File: src/rtl/johnson_counter_param.sv
// johnson_counter_param: N-bit Johnson counter with enable, direction, load, phase index, wrap pulse and optional self-correction (JOHNSON_SELF_CORRECT_EN)
module johnson_counter_param #(
  parameter int N  = 4,
  parameter int PW = $clog2(2 * N)
) (
  input  logic          clk,
  input  logic          rst,
  input  logic          en,
  input  logic          up,
  input  logic          load,
  input  logic [N-1:0]  load_val,
  output logic [N-1:0]  count,
  output logic [PW-1:0] phase,
  output logic          wrap,
  output logic          err
);
  logic [N-1:0] step;
  logic         wrap_hit;
  logic         illegal;
  logic [PW:0]  pop;
  assign step     = up ? {count[N-2:0], ~count[N-1]} : {~count[0], count[N-1:1]};
  assign wrap_hit = up ? (count == {1'b1, {(N-1){1'b0}}}) : (count == '0);
`ifdef JOHNSON_SELF_CORRECT_EN
  assign illegal = (|((count + N'(1)) & count)) && (|((~count + N'(1)) & ~count));
`else
  assign illegal = 1'b0;
`endif
  // phase index: ones from the LSB count upward, ones from the MSB count down from 2N
  always_comb begin
    pop = '0;
    for (int i = 0; i < N; i++) pop = pop + {{PW{1'b0}}, count[i]};
    phase = count[N-1] ? PW'(2 * N - int'(pop)) : PW'(pop);
  end
  // state register: load beats correction beats stepping; pulses only on their own event
  always_ff @(posedge clk or posedge rst)
    if (rst) begin
      count <= '0;
      wrap  <= 1'b0;
      err   <= 1'b0;
    end else begin
      count <= load ? load_val : illegal ? '0 : en ? step : count;
      wrap  <= !load && !illegal && en && wrap_hit;
      err   <= !load && illegal;
    end
endmodule
File: config.mk
export PLATFORM = sky130hd
export DESIGN_NAME = johnson_counter_param
export DESIGN_NICKNAME = d
export VERILOG_FILES = /design/src/rtl/johnson_counter_param.sv
export SDC_FILE = /design/constraint.sdc
export NUM_CORES = 1
export LEC_CHECK = 0
export ABC_CLOCK_PERIOD_IN_PS = 8400
export CAP_MARGIN = 15
export CORE_AREA = 2 2 39 41
export DETAILED_ROUTE_END_ITERATION = 10
export DIE_AREA = 0 0 41 43
export GPL_TIMING_DRIVEN = 0
export PLACE_DENSITY_LB_ADDON = 0.12
export SLEW_MARGIN = 5
export SYNTH_ARGS = -nofsm -noshare
export SYNTH_HDL_FRONTEND = slang
export SYNTH_SLANG_ARGS = --single-unit
export TNS_END_PERCENT = 5
File: constraint.sdc
create_clock -name clk -period 8.4 [get_ports clk]
set_input_delay 2.52 -clock clk [delete_from_list [all_inputs] [get_ports clk]]
set_output_delay 2.52 -clock clk [all_outputs]
set_load 0.02 [all_outputs]
* After elaboration in Yosys (flattened, before gate mapping) *
Cells that the tools add are included.

storage, ports and cells
  bits in registers = 5
  output and inout port bits = 9
  bits of input ports = 9
  logic and storage cells = 19

cells by class
  bitwise gates (word level) = 2
  reductions and logical operators = 5
  mux-type cells = 5
  add/subtract/negate cells = 4
  equality and inequality tests = 1

operator list
  operator               number
  $mux W4                3
  $eq A4 B4 Y1 const B   1
  $logic_not A4 Y1       1
  $add A2 B1 Y3          1
  $add A3 B1 Y3          1
  $mux W3                1
  $sub A1 B3 Y3 const A  1
  $add A1 B1 Y2          1
  $logic_and A1 B1 Y1    2
  $not A1 Y1             2
  $reduce_bool A2 Y1     1
  $logic_not A1 Y1       1
  $mux W1                1

* Logic depth before layout (Yosys ltp) *
  depth in word-level cells = 5
  gate-level depth with buffers = 10
  depth with buffers taken out = 9

* Worst setup path after synthesis *
Ideal clock, no wire load.

  path type = register to output
  start point = reg count[3]
  end point = out phase[2]
  arrival = 2333 ps
  stages on the path, launching flop included = 10
  path buffers = 1
  required time = 5880 ps
  setup slack = 3547 ps
  cell sequence = dfrtp_1 -> buf_2 -> inv_1 -> fa_1 -> inv_1 -> ha_1 -> inv_1 -> ha_1 -> nand2b_1 -> xnor2_1

between the ends
  longest elaborated chain between the ends = 3

ends and longest elaborated chain
  item                    line  source
  from (decl)             12    output logic [N-1:0] count,
  from (signal assigned)  41    count <= load ? load_val : illegal ? '0 : en ? step : count;
  $add A3 B1 Y3           31    for (int i = 0; i < N; i++) pop = pop + {{PW{1'b0}}, count[i]};
  $sub A1 B3 Y3           32    phase = count[N-1] ? PW'(2 * N - int'(pop)) : PW'(pop);
  $mux W3 (*)             32
  to (decl)               13    output logic [PW-1:0] phase,

Mark *: on every way between the ends. The rest lies on a longest branch, timed or not.

* Worst setup path in the final report *
  start point = reg count[0]
  end point = out phase[2]

between the ends
  longest elaborated chain between the ends = 5

ends and longest elaborated chain
  item               line
  $add A1 B1 Y2 (*)  31
  $add A2 B1 Y3 (*)  31
  $add A3 B1 Y3 (*)  31
  $sub A1 B3 Y3      32
  $mux W3 (*)        32

Marked as above.

==> impl_metrics.prom <==
# TYPE chip_impl_metric gauge
chip_impl_metric{name="n_antenna_cell",unit=""} 0
chip_impl_metric{name="drt_first_pass_iters",unit=""} 4
chip_impl_info{name="startpoint",value="count[0]"} 1
chip_impl_metric{name="final_cell_area",unit="sq um"} 619
chip_impl_metric{name="cts-hold-fix-buffers",unit=""} 0
chip_impl_metric{name="synthDistinctLibCells",unit=""} 21
chip_impl_metric{name="timing.final.max_slew_violations",unit=""} 0
chip_impl_metric{name="place_worst_setup_slack",unit="ns"} 3.27
chip_impl_metric{name="finalWorstPathRequiredPeriod",unit="ns"} 5.38
chip_impl_metric{name="io-pin-count",unit=""} 18
chip_impl_info{name="hold_startpoint",value="count[2]"} 1
chip_impl_metric{name="critical_path.max_fanout",unit=""} 5
chip_impl_metric{name="post_cts.repair.setup_buffers",unit=""} 0
chip_impl_metric{name="dieWidth",unit="microns"} 41
chip_impl_info{name="worstSetupEndpointType",value="output pin"} 1
chip_impl_metric{name="die_height",unit="microns"} 43
chip_impl_metric{name="post-route-drc-count",unit=""} 0
chip_impl_metric{name="floorplan.rows",unit=""} 14
chip_impl_metric{name="finish.cell_count_without_fillers",unit=""} 83
chip_impl_metric{name="min_period_over_period",unit="%"} 64.1
chip_impl_metric{name="vias",unit=""} 375
chip_impl_metric{name="cellLeakagePower",unit="nW"} 0.290
chip_impl_metric{name="hold_violations",unit=""} 0
chip_impl_metric{name="start_util",unit="%"} 31.3
chip_impl_metric{name="grt_overflow_total",unit=""} 0
chip_impl_metric{name="cts-buffers-inserted",unit=""} 3
chip_impl_metric{name="numClockSinks",unit=""} 5
chip_impl_metric{name="place_hpwl",unit="microns"} 649
chip_impl_metric{name="clock_insertion_delay_worst_skew",unit="ns"} 0.24
chip_impl_metric{name="post-synth-top-area-fraction",unit="%"} 28.9
chip_impl_metric{name="ys_ff_latch",unit=""} 5
chip_impl_metric{name="grt_pass1_vias",unit=""} 340
chip_impl_metric{name="post_synth.cell_area_avg",unit="sq um"} 8.84
chip_impl_info{name="outcome",value="completed"} 1
chip_impl_info{name="yosysTopAreaCell",value="dfrtp_1"} 1
chip_impl_metric{name="worstPathArrival",unit="ns"} 2.86
chip_impl_metric{name="clock_h_tree_levels",unit=""} 1
chip_impl_metric{name="peakVddDrop",unit="mV"} 0.114
chip_impl_metric{name="cts_resized",unit=""} 0
chip_impl_metric{name="hold-worst-slack",unit="ns"} 0.574
chip_impl_metric{name="synth_warnings",unit=""} 0
chip_impl_metric{name="die-area",unit="sq mm"} 0.00176
chip_impl_info{name="ys_top_cells_by_area",value="dfrtp_1, ha_1, inv_1, nor3b_1, a21oi_1"} 1
chip_impl_metric{name="grt_antenna_before_repair",unit=""} 0
chip_impl_info{name="leading_cell_type_in_the_layout_fill_and_taps_excluded",value="clkdlybuf4s50_1"} 1
chip_impl_metric{name="synthesis.instances",unit=""} 49
chip_impl_metric{name="buffer_ports.inserted",unit=""} 14
chip_impl_info{name="start_kind",value="flop"} 1
chip_impl_metric{name="max_clock_freq",unit="GHz"} 0.186
chip_impl_metric{name="drt_wl_total",unit="microns"} 828
chip_impl_metric{name="power_per_cell_area",unit="mW/mm^2"} 183
chip_impl_metric{name="post-place-cells",unit=""} 79
chip_impl_metric{name="grt_start_max_net_pins",unit=""} 11
chip_impl_metric{name="post_route_skew",unit="ns"} 0.00417
chip_impl_metric{name="avgViaCountPerCell",unit=""} 4.52
chip_impl_metric{name="overall_power",unit="uW"} 114
chip_impl_metric{name="wire_per_inst",unit="microns"} 9.98
chip_impl_metric{name="seq_area_frac_synth",unit="%"} 28.9
chip_impl_info{name="worst_min_delay_path_category",value="flop to flop"} 1
chip_impl_metric{name="cap_violations",unit=""} 0
chip_impl_metric{name="required",unit="ns"} 5.88
chip_impl_metric{name="final_antenna_net_count",unit=""} 0
chip_impl_metric{name="fin_util",unit="%"} 44.8
chip_impl_metric{name="aggregate_negative_setup_slack",unit="ns"} 0
chip_impl_info{name="clockRootBuffer",value="clkbuf_4"} 1
chip_impl_metric{name="syn2layout_area_growth",unit="%"} 43.1
chip_impl_metric{name="syn_nets",unit=""} 63
chip_impl_metric{name="fin_nets",unit=""} 82
chip_impl_info{name="timing_worst_setup_path_type",value="flop to output pin"} 1
chip_impl_metric{name="dpl-instance-area",unit="sq um"} 593
chip_impl_metric{name="core_ar",unit="sq mm"} 0.00138
chip_impl_info{name="final_cell_mix",value="clkdlybuf4s50_1, inv_1, a21oi_1, o21ai_0, dfrtp_1"} 1
chip_impl_metric{name="weighted_congestion_reported_at_the_end_of_routability_driven_placement",unit=""} 0.760
chip_impl_metric{name="clkSlewWorstSetupHoldPaths",unit="ns"} 0.04
chip_impl_metric{name="iteration_0_drc_count_of_the_detailed_router",unit=""} 2
chip_impl_info{name="worst_r2r_startpoint",value="count[0]"} 1
chip_impl_metric{name="final_layout_size_suffix_gt1_share",unit="%"} 14.9
chip_impl_metric{name="grt_usage",unit="%"} 11.9
chip_impl_metric{name="final-setup-viol-count",unit=""} 0
chip_impl_info{name="unrepaired_setup_endpoints_after_global_routing",value="false"} 1
chip_impl_info{name="tritoncts",value="yes"} 1
chip_impl_metric{name="post_synth_instance_area",unit="sq um"} 433
chip_impl_metric{name="max-clock-path-buffers",unit=""} 2
chip_impl_metric{name="final_critical_path_setup_slack",unit="ns"} 3.02
chip_impl_metric{name="grt_first_pass_wirelength",unit="microns"} 1400
==> synth_stat cells <==
cell and instances:
dfrtp_1 5, nor2_1 1, ha_1 4, nand2b_1 1
fa_1 1, nand2_2 1, nor3b_1 4, o21ai_1 1
xnor2_1 1, conb_1 1, o21ai_0 5, buf_2 1
a21oi_1 5, nand2b_4 1, buf_4 2, nor4_2 1
nand2_1 2, inv_1 8, xor2_1 1, mux2i_1 2
buf_6 1
==> sequential cells by signal, indices dropped and copies added, names as in the netlist <==
register	count
wrap	1
count	4
==> layer usage <==
metal  part of all wire (%)  vias up  track usage (%)
met5                      0        -                0
met4                      0        0             2.00
met3                    8.0        0             6.28
met2                     49       19             18.1
met1                     43      161             14.8
li1                       -      195                -
==> final timing paths <==
| path | endpoint | slack [ns] | cells past startpoint |
|---|---|---|---|
| worst max-delay path | phase[2] | 3.02 | 10 |
| worst min-delay path | wrap | 0.57 | 1 |
| worst max register to register | wrap | 7.35 | 4 |
| worst min register to register | wrap | 0.57 | 1 |
| max in group asynchronous | count[0] | 5.76 | 2 |
| min in group asynchronous | count[3] | 2.47 | 2 |
==> kinds of logic after synthesis <==
| logic type | Yosys count | synth area share, % |
|---|---|---|
| mux | 2 | 4.62 |
| flops | 5 | 28.9 |
| compound gates | 11 | 12.7 |
| buf+inv | 12 | 14.2 |
| other cells | 1 | 0.866 |
| xor+xnor | 2 | 4.05 |
| simple gates | 11 | 18.5 |
| fa+ha+maj | 5 | 16.2 |
==> report_power, final <==
| group | internal [mW] | switching (mW) | total (mW) |
|---|---|---|---|
| logic | 0.0285 | 0.0283 | 0.0568 |
| clock network | 0.0179 | 0.00962 | 0.0276 |
| registers | 0.0264 | 0.00272 | 0.0291 |
==> final cells by class <==
type                            count  area (sq um)
Buffer                              4          31.3
Clock buffer                        4          26.3
Fill cell                         155           764
Inverter                            8          30.0
Multi-Input combinational cell     32           246
Sequential cell                     5           125
Tap cell                           16          20.0
Timing Repair Buffer               14           140
==> worst max-delay path: stages, from the launching register on <==
cell and delay (ns):
dfrtp_1 0.42, inv_1 0.10, fa_1 0.53, inv_1 0.04, ha_1 0.17, ha_1 0.27, inv_1 0.05, ha_1 0.17
nand2b_1 0.15, xnor2_1 0.12, clkdlybuf4s50_1 0.61
Power figures use the tool's default switching activity.
